**src/rtl/fetch_stage_if.sv**
```systemverilog
// Fetch stage bundle: hazard/control inputs, IM port and F/D register outputs.
// The fetch stage is the slave; the surrounding core (or bench) is the master.
interface fetch_stage_if;
    logic        stall;
    logic [1:0]  npc_op;
    logic [31:0] D_rs_data;
    logic [31:0] F_instr;
    logic [31:0] F_pc;
    logic [31:0] D_instr;
    logic [31:0] D_pc;
    logic [31:0] D_pc8;
    logic        D_valid;
    logic [31:0] fetch_cnt;

    modport master (
        output stall, npc_op, D_rs_data, F_instr,
        input  F_pc, D_instr, D_pc, D_pc8, D_valid, fetch_cnt
    );

    modport slave (
        input  stall, npc_op, D_rs_data, F_instr,
        output F_pc, D_instr, D_pc, D_pc8, D_valid, fetch_cnt
    );
endinterface

```
**src/rtl/fetch_stage.sv**
```systemverilog
// MIPS fetch stage: PC register, next-PC select and F/D pipeline register.
// One architectural delay slot, so no flush path exists.
module fetch_stage #(
    parameter logic [31:0] PC_RESET = 32'h0000_3000
) (
    input  logic         clk,
    input  logic         reset,
    fetch_stage_if.slave bus
);
    logic [31:0] pc_q;
    logic [31:0] instr_q;
    logic [31:0] dpc_q;
    logic        valid_q;
    logic [31:0] cnt_q;

    logic [31:0] br_target;
    logic [31:0] j_target;
    logic [31:0] npc;

    // Targets are resolved from the instruction sitting in D, not the one in F.
    assign br_target = dpc_q + 32'd4 + {{14{instr_q[15]}}, instr_q[15:0], 2'b00};
    assign j_target  = {dpc_q[31:28], instr_q[25:0], 2'b00};

    always_comb begin
        npc = pc_q + 32'd4;
        case (bus.npc_op)
            2'd1:    npc = br_target;
            2'd2:    npc = j_target;
            2'd3:    npc = bus.D_rs_data;
            default: npc = pc_q + 32'd4;
        endcase
    end

    always_ff @(posedge clk) begin
        if (reset) begin
            pc_q    <= PC_RESET;
            instr_q <= 32'd0;
            dpc_q   <= 32'd0;
            valid_q <= 1'b0;
            cnt_q   <= 32'd0;
        end else if (!bus.stall) begin
            pc_q    <= npc;
            instr_q <= bus.F_instr;
            dpc_q   <= pc_q;
            valid_q <= 1'b1;
            cnt_q   <= cnt_q + 32'd1;
        end
    end

    assign bus.F_pc      = pc_q;
    assign bus.D_instr   = instr_q;
    assign bus.D_pc      = dpc_q;
    assign bus.D_pc8     = dpc_q + 32'd8;
    assign bus.D_valid   = valid_q;
    assign bus.fetch_cnt = cnt_q;
endmodule
```
**src/flat_wrapper.sv**
```systemverilog
// flat-port wrapper written by rule: the top's interface ports become plain ports
module fetch_stage_flat 
#(
    parameter logic [31:0] PC_RESET = 32'h0000_3000
)
  (clk, reset, bus_stall, bus_npc_op, bus_D_rs_data, bus_F_instr, bus_F_pc, bus_D_instr, bus_D_pc, bus_D_pc8, bus_D_valid, bus_fetch_cnt);
  fetch_stage_if bus_i ();
  input  logic clk;
  input  logic reset;
  input wire logic [$bits(bus_i.stall)-1:0] bus_stall;
  input wire logic [$bits(bus_i.npc_op)-1:0] bus_npc_op;
  input wire logic [$bits(bus_i.D_rs_data)-1:0] bus_D_rs_data;
  input wire logic [$bits(bus_i.F_instr)-1:0] bus_F_instr;
  output wire logic [$bits(bus_i.F_pc)-1:0] bus_F_pc;
  output wire logic [$bits(bus_i.D_instr)-1:0] bus_D_instr;
  output wire logic [$bits(bus_i.D_pc)-1:0] bus_D_pc;
  output wire logic [$bits(bus_i.D_pc8)-1:0] bus_D_pc8;
  output wire logic [$bits(bus_i.D_valid)-1:0] bus_D_valid;
  output wire logic [$bits(bus_i.fetch_cnt)-1:0] bus_fetch_cnt;
  assign bus_i.stall = bus_stall;
  assign bus_i.npc_op = bus_npc_op;
  assign bus_i.D_rs_data = bus_D_rs_data;
  assign bus_i.F_instr = bus_F_instr;
  assign bus_F_pc = bus_i.F_pc;
  assign bus_D_instr = bus_i.D_instr;
  assign bus_D_pc = bus_i.D_pc;
  assign bus_D_pc8 = bus_i.D_pc8;
  assign bus_D_valid = bus_i.D_valid;
  assign bus_fetch_cnt = bus_i.fetch_cnt;
  fetch_stage #(.PC_RESET(PC_RESET)) u_core (.clk(clk), .reset(reset), .bus(bus_i));
endmodule
```
**config.mk**
```make
export PLATFORM = sky130hd
export DESIGN_NAME = fetch_stage_flat
export DESIGN_NICKNAME = d
export VERILOG_FILES = /design/src/rtl/fetch_stage_if.sv /design/src/rtl/fetch_stage.sv /design/src/flat_wrapper.sv
export SDC_FILE = /design/constraint.sdc
export NUM_CORES = 1
export LEC_CHECK = 0
export ABC_CLOCK_PERIOD_IN_PS = 4300
export BUFFER_PORTS_ARGS = -buffer_cell sky130_fd_sc_hd__buf_2
export CAP_MARGIN = 20
export CORE_ASPECT_RATIO = 1.1
export CORE_MARGIN = 2
export CORE_UTILIZATION = 35
export CTS_BUF_LIST = sky130_fd_sc_hd__clkbuf_16
export DETAILED_ROUTE_END_ITERATION = 7
export SLEW_MARGIN = 20
export SYNTH_ARGS = -nofsm -noshare
export SYNTH_HDL_FRONTEND = slang
export SYNTH_SLANG_ARGS = --single-unit
```
**constraint.sdc**
```tcl
create_clock -name clk -period 4.3 [get_ports clk]
set_input_delay 0.86 -clock clk [delete_from_list [all_inputs] [get_ports clk]]
set_output_delay 0.86 -clock clk [all_outputs]
set_load 0.03 [all_outputs]
```
==> results of run 1 <==
==> path summary, 6_finish.rpt <==
check / start / endpoint / slack [ps]
hold reg to reg: u_core.bus.D_valid$_SDFFE_PP0N_ / u_core.bus.D_valid$_SDFFE_PP0N_ / 450
setup / recovery: u_core.bus.D_pc[5]$_SDFFE_PP0N_ / bus_D_pc8[26] / 630
hold / removal: u_core.bus.D_valid$_SDFFE_PP0N_ / u_core.bus.D_valid$_SDFFE_PP0N_ / 450
setup reg to reg: u_core.bus.D_instr[15]$_SDFFE_PP0N_ / u_core.bus.F_pc[23]$_SDFFE_PP0N_ / 960
==> layout make-up <==
cell class | instances | area [um^2] | share of cell area
diodes | 2 | 5.005 | 0.0004764
clock buffers | 17 | 425.4 | 0.04050
clock inverters | 15 | 170.2 | 0.01620
inverters | 22 | 82.58 | 0.007861
multi-input cells | 796 | 5627 | 0.5356
flip-flops and latches | 129 | 2582 | 0.2458
well taps | 305 | 381.6 | 0.03633
repair buffers | 238 | 1231 | 0.1172
==> cells by family after synthesis <==
| kind of cell | after synthesis |
|---|---|
| DFF | 129 |
| xor gates and xnor gates | 89 |
| muxes | 87 |
| AOI/OAI and AO/OA | 167 |
| adders and majority gates | 61 |
| buffers and inverters | 74 |
| and+or+nand+nor | 392 |
==> power by group <==
| group | switching, mW | internal (mW) | total (mW) |
|---|---|---|---|
| logic | 0.371 | 0.224 | 0.594 |
| clock network | 0.636 | 0.873 | 1.51 |
| registers | 0.0870 | 1.25 | 1.34 |
| total | 1.09 | 2.35 | 3.44 |
==> cells in the final DEF, fill, tap and decap left out, types with 4 or more instances in the layout <==
cell,n
xnor2_1,48
inv_6,8
o211ai_1,6
xor2_1,41
inv_1,22
o221ai_1,4
a31oi_1,9
nand4_1,20
a21oi_1,55
and2_1,4
clkbuf_16,17
ha_1,60
nand3_1,45
a311oi_1,4
mux4_2,12
a21oi_2,4
nand2_1,79
and4_1,5
a211oi_1,4
and3_1,17
a21o_1,12
buf_4,10
dfxtp_1,129
or2_2,4
o21ai_0,25
nor2_1,157
nor2b_1,8
nand2b_1,4
or3_1,11
a221oi_1,4
nor3_1,13
o21ai_1,5
buf_2,227
mux2i_1,73
==> routing by layer <==
metal	vias to the layer above	global-route usage	routed length, um
li1	3975	-	-
met1	3774	0.2583	11850
met3	31	0.04503	1401
met2	234	0.3334	12280
met5	-	0	0
met4	0	0.05556	344
==> sequential cells by signal (all words and copies together), names as in the netlist <==
register and flops:
u_core.bus.D_pc 32, u_core.bus.fetch_cnt 32, u_core.bus.D_valid 1, u_core.bus.D_instr 32, u_core.bus.F_pc 32
==> per-stage QoR <==
stage          std cells  power (mW)    util
5_1_grt             1523       3.598  0.4418
6_report            1524       3.438  0.4419
4_1_cts             1522       3.481  0.4417
2_1_floorplan        999       1.765       -
3_3_place_gp        1490       1.952  0.4167
3_5_place_dp        1490       1.958  0.4167
==> worst register-to-register path, stage by stage (launching register included) <==
cell	delay, ps
dfxtp_1	770
ha_1	360
ha_1	370
a21oi_1	180
o21ai_1	100
nand2b_1	160
a211oi_2	310
o31ai_4	150
xor2_1	160
mux4_2	470
nor2_1	100
nor3_1	60
==> metrics.md, run 1 <==
| Metric | Value |
|---|---|
| Clk_skew | 8.632 ps |
| Die Ht | 167.6 um |
| FFs w/ async S/R, synth | 0 |
| Worst path max stage delay | 430 ps |
| Layout Area Growth over Synthesis | 23.31% |
| Slew Limit Fails | 0 |
| # IOs | 230 |
| Bufs on Longest Clock Path | 2 |
| Fillers | 2392 |
| DRC Markers | 0 |
| CTS tree | built |
| Crit path launch type | flip-flop |
| Core area | 0.02377 mm^2 |
| CP Cell Sequence | and3_1, nand3_1, nor2_1, nand2_1, nor2_1, and3_1, nand3_1, xnor2_1, buf_2 |
| Starting Density | 0.3584 |
| Setup TNS | 0 ps |
| Worst VDD drop | 0.2359 mV |
| Crit-path leading delay family | simple AND/OR/NAND/NOR gates |
| Hold Vio Cnt, Final | 0 |
| Rows | 59 |
| Maximum clock frequency | 272.5 MHz |
| Worst Path Max Fanout | 7 |
| Worst-Margin Slew | 905.5 ps |
| Placed cell areas | 0.009905 mm^2 |
| Vias in the first global route | 7693 |
| Largest net degree at the start of global routing | 93 |
| Number of nets still failing antenna checks after routing | 0 |
| Main combinational cell family by area after synthesis | simple AND/OR/NAND/NOR gates |
| Clock sinks | 129 |
| Final setup viols | 0 |
| Synth cell types | 78 |
| Die Width | 152.8 um |
| Initial antenna violation count | 3 |
| Port bufs | 229 |
| Worst path buffer plus inverter count | 1 |
| Crit path arrival time | 2810 ps |
| Final wirelength | 25880 um |
| Register area share after synthesis | 0.3031 |
| Count leader, synth | nor2_1 |
| Share of cells above drive strength 1 | 0.2597 |
| GRT Overall Usage | 0.1992 |
| Simple-gate share of the synthesized area | 0.2254 |
| Clk slew on worst S/H paths | 60 ps |
| Hold Path Class | flip-flop to flip-flop |
| Mapped Nets | 1129 |
| Multiplexer area fraction after synthesis | 0.1201 |
| Synth top area cells | dfxtp_1 (30%), ha_1 (8.8%), mux2i_1 (8.6%) |
| Final Critical Period | 3670 ps |
| DIE AREA | 0.02561 mm^2 |
| # Max-Cap Violations | 0 |
| Complex-gate fraction of the synthesized area | 0.1329 |
| Worst hold slack | 450.9 ps |
| Post-Syn Instances | 999 |
| Leak | 5.013 nW |
| Post-CTS sizing | 0 |
| DRT iter0 DRCs | 452 |
| Vias | 8014 |
| First-pass GRT wire length | 41170 um |
| Worst endpoint required time | 3440 ps |
| CP Class | flip-flop to output pin |
| Final HPWL DP | 18940 um |
| GP Congestion | 0.8733 |
| Inserted Clock Buffers | 17 |
| Hold-fix buffers at CTS | 0 |
| Syn Std Cell Area | 0.008519 mm^2 |
| Top FF cell, synth | dfxtp_1 |
| Wire per inst | 16.98 um |
| CP Capture Type | output pin |
| Warnings from Yosys | 0 |
| Unrepaired setup endpoints after global routing | false |
| Synthesized flop and latch total | 129 |
| Final worst slack | 630.1 ps |
| Vias per cell | 5.259 |
| Post-CTS setup buffers | 0 |
| Synthesized-area fraction occupied by adder cells | 0.09047 |
| Fin crit share | 0.8535 |
| Synth top area share | 0.3031 |
| Worst reg2reg path depth | 11 |
| Synth Area in XOR/XNOR | 0.09150 |
| Total gr overflow | 0 |
| Pre-antenna DRT Iters | 5 |
| Latest clock arrival within the worst-skew pair | 420 ps |
| Worst hold path stage count | 2 |
| CTS H-tree lvls | 4 |
| Outcome | finished clean |
| Final instance area | 0.01051 mm^2 |
| Mapped Avg Cell Area | 8.528 um^2 |
| Final #Nets | 1334 |
| Slowest cell on crit path | dfxtp_1 |
| Yosys top cell by area | dfxtp_1 |
| Post-synth top cells | nor2_1 (157), dfxtp_1 (129), nand2_1 (79) |
| Setup slack at placement | 975.9 ps |
| Root Buffer | clkbuf_16 |
| EDFF count, synth | 0 |
| Pwr/cell area | 327.3 mW/mm^2 |
| Slew HR | 0.3963 |
| CP Depth | 9 |
(Power assumes the default switching activity.)
==> inputs of run 2 (changes only) <==
Settings changed: MAX_ROUTING_LAYER from default to met4.
==> metrics.md, run 2 (synthesized netlist as in run 1, its figures left out) <==
| Metric | Value |
|---|---|
| Hold-fix buffers at CTS | 0 |
| Worst Setup SP | u_core.bus.D_pc[5]$_SDFFE_PP0N_ |
| Placed cell areas | 0.009905 mm^2 |
| M1 GR Usage | 0.2625 |
| R2R Path End | u_core.bus.F_pc[23]$_SDFFE_PP0N_ |
| Clk_skew | 9.840 ps |
| Maximum clock frequency | 272.4 MHz |
| CP Class | flip-flop to output pin |
| Layout Area Growth over Synthesis | 23.34% |
| Storage element area | 0.002582 mm^2 |
| Clk slew on worst S/H paths | 60 ps |
| Clock sinks | 129 |
| Final #Nets | 1334 |
| Final wirelength | 25970 um |
| Vias | 8074 |
| GRT busiest layer | met2 |
| Largest net degree at the start of global routing | 93 |
| # IOs | 230 |
| Post-CTS setup buffers | 0 |
| Unrepaired setup endpoints after global routing | false |
| Reg-to-Reg Start | u_core.bus.D_instr[15]$_SDFFE_PP0N_ |
| Worst-Margin Slew | 880.4 ps |
| Worst reg2reg path depth | 11 |
| Worst endpoint required time | 3440 ps |
| Core area | 0.02377 mm^2 |
| GRT Overall Usage | 0.2055 |
| Met3 GRT Util | 0.04141 |
| Final HPWL DP | 18940 um |
| Die Width | 152.8 um |
| Worst hold slack | 457.9 ps |
| Bufs on Longest Clock Path | 2 |
| Leak | 5.013 nW |
| Slew Limit Fails | 0 |
| CP Capture Type | output pin |
| Final setup viols | 0 |
| Inserted Clock Buffers | 17 |
| CTS tree | built |
| Vias in the first global route | 7680 |
| Final Critical Period | 3672 ps |
| Latest clock arrival within the worst-skew pair | 430 ps |
| Pre-antenna DRT Iters | 5 |
| Worst Path Max Fanout | 7 |
| Starting Density | 0.3584 |
| Crit path launch type | flip-flop |
| Fin crit share | 0.8539 |
| Most common cell after layout, fill and taps aside | buf_2 |
| Setup TNS | 0 ps |
| Share of cells above drive strength 1 | 0.2597 |
| End of the critical path | bus_D_pc8[26] |
| Area of the multi-input gates | 0.005627 mm^2 |
| DRT iter0 DRCs | 447 |
| DRC Markers | 0 |
| Total gr overflow | 0 |
| DIE AREA | 0.02561 mm^2 |
| Port bufs | 229 |
| Slew HR | 0.4131 |
| Hold Path Class | flip-flop to flip-flop |
| Hold Vio Cnt, Final | 0 |
| GP Congestion | 0.8876 |
| Met2 GRT Util | 0.3326 |
| Most frequent cells in the layout | buf_2 (227), nor2_1 (157), dfxtp_1 (129) |
| CTS H-tree lvls | 4 |
| Wire per inst | 17.03 um |
| R2R setup slack | 960 ps |
| Pwr/cell area | 327.5 mW/mm^2 |
| Die Ht | 167.6 um |
| Rows | 59 |
| Fillers | 2391 |
| Outcome | finished clean |
| Worst VDD drop | 0.2388 mV |
| Vias per cell | 5.294 |
| Number of nets still failing antenna checks after routing | 0 |
| Initial antenna violation count | 3 |
| Crit path arrival time | 2810 ps |
| Final instance area | 0.01051 mm^2 |
| Post-CTS sizing | 0 |
| # Max-Cap Violations | 0 |
| First-pass GRT wire length | 41230 um |
| Root Buffer | clkbuf_16 |
run 2: area by class of cell:
| type | count | share of cell area |
|---|---|---|
| multi-input cells | 796 | 0.5355 |
| flip-flops and latches | 129 | 0.2458 |
| repair buffers | 238 | 0.1172 |
| clock buffers | 17 | 0.04049 |
| well taps | 305 | 0.03632 |
| clock inverters | 15 | 0.01619 |
| inverters | 22 | 0.007859 |
| diodes | 3 | 0.0007145 |
run 2: how the worst min path moves through the flow:
stage                                    startpoint                               to  cells after the start
floorplan           u_core.bus.D_valid$_SDFFE_PP0N_  u_core.bus.D_valid$_SDFFE_PP0N_                      2
global placement    u_core.bus.D_valid$_SDFFE_PP0N_  u_core.bus.D_valid$_SDFFE_PP0N_                      2
detailed placement  u_core.bus.D_valid$_SDFFE_PP0N_  u_core.bus.D_valid$_SDFFE_PP0N_                      2
CTS                 u_core.bus.D_valid$_SDFFE_PP0N_  u_core.bus.D_valid$_SDFFE_PP0N_                      2
global route        u_core.bus.D_valid$_SDFFE_PP0N_  u_core.bus.D_valid$_SDFFE_PP0N_                      2
finish              u_core.bus.D_valid$_SDFFE_PP0N_  u_core.bus.D_valid$_SDFFE_PP0N_                      2
run 2: power breakdown:
| part | total, mW | switching [mW] | internal, mW |
|---|---|---|---|
| clock | 1.51 | 0.638 | 0.873 |
| sequential | 1.34 | 0.0870 | 1.25 |
| combinational | 0.595 | 0.371 | 0.224 |
run 2: worst max-delay path, stage by stage, from the launching register on:
cell and delay [ps]:
dfxtp_1 430, and3_1 200, nand3_1 120, nor2_1 280, nand2_1 170, nor2_1 340, and3_1 360, nand3_1 120
xnor2_1 140, buf_2 210
run 2: layer usage:
metal / vias to the layer above / share of wire
li1: 3987 / -
met1: 3794 / 0.46
met2: 261 / 0.47
met3: 32 / 0.054
met4: 0 / 0.014
met5: - / 0
run 2: per-stage QoR:
step           std cells  setup slack, ps  utilization  total power [mW]
2_1_floorplan        999             1106            -             1.765
3_3_place_gp        1490             1012       0.4167             1.952
3_5_place_dp        1490            975.9       0.4167             1.958
4_1_cts             1522            507.6       0.4417             3.481
5_1_grt             1525            279.7       0.4420             3.600
6_report            1525            628.3       0.4420             3.441
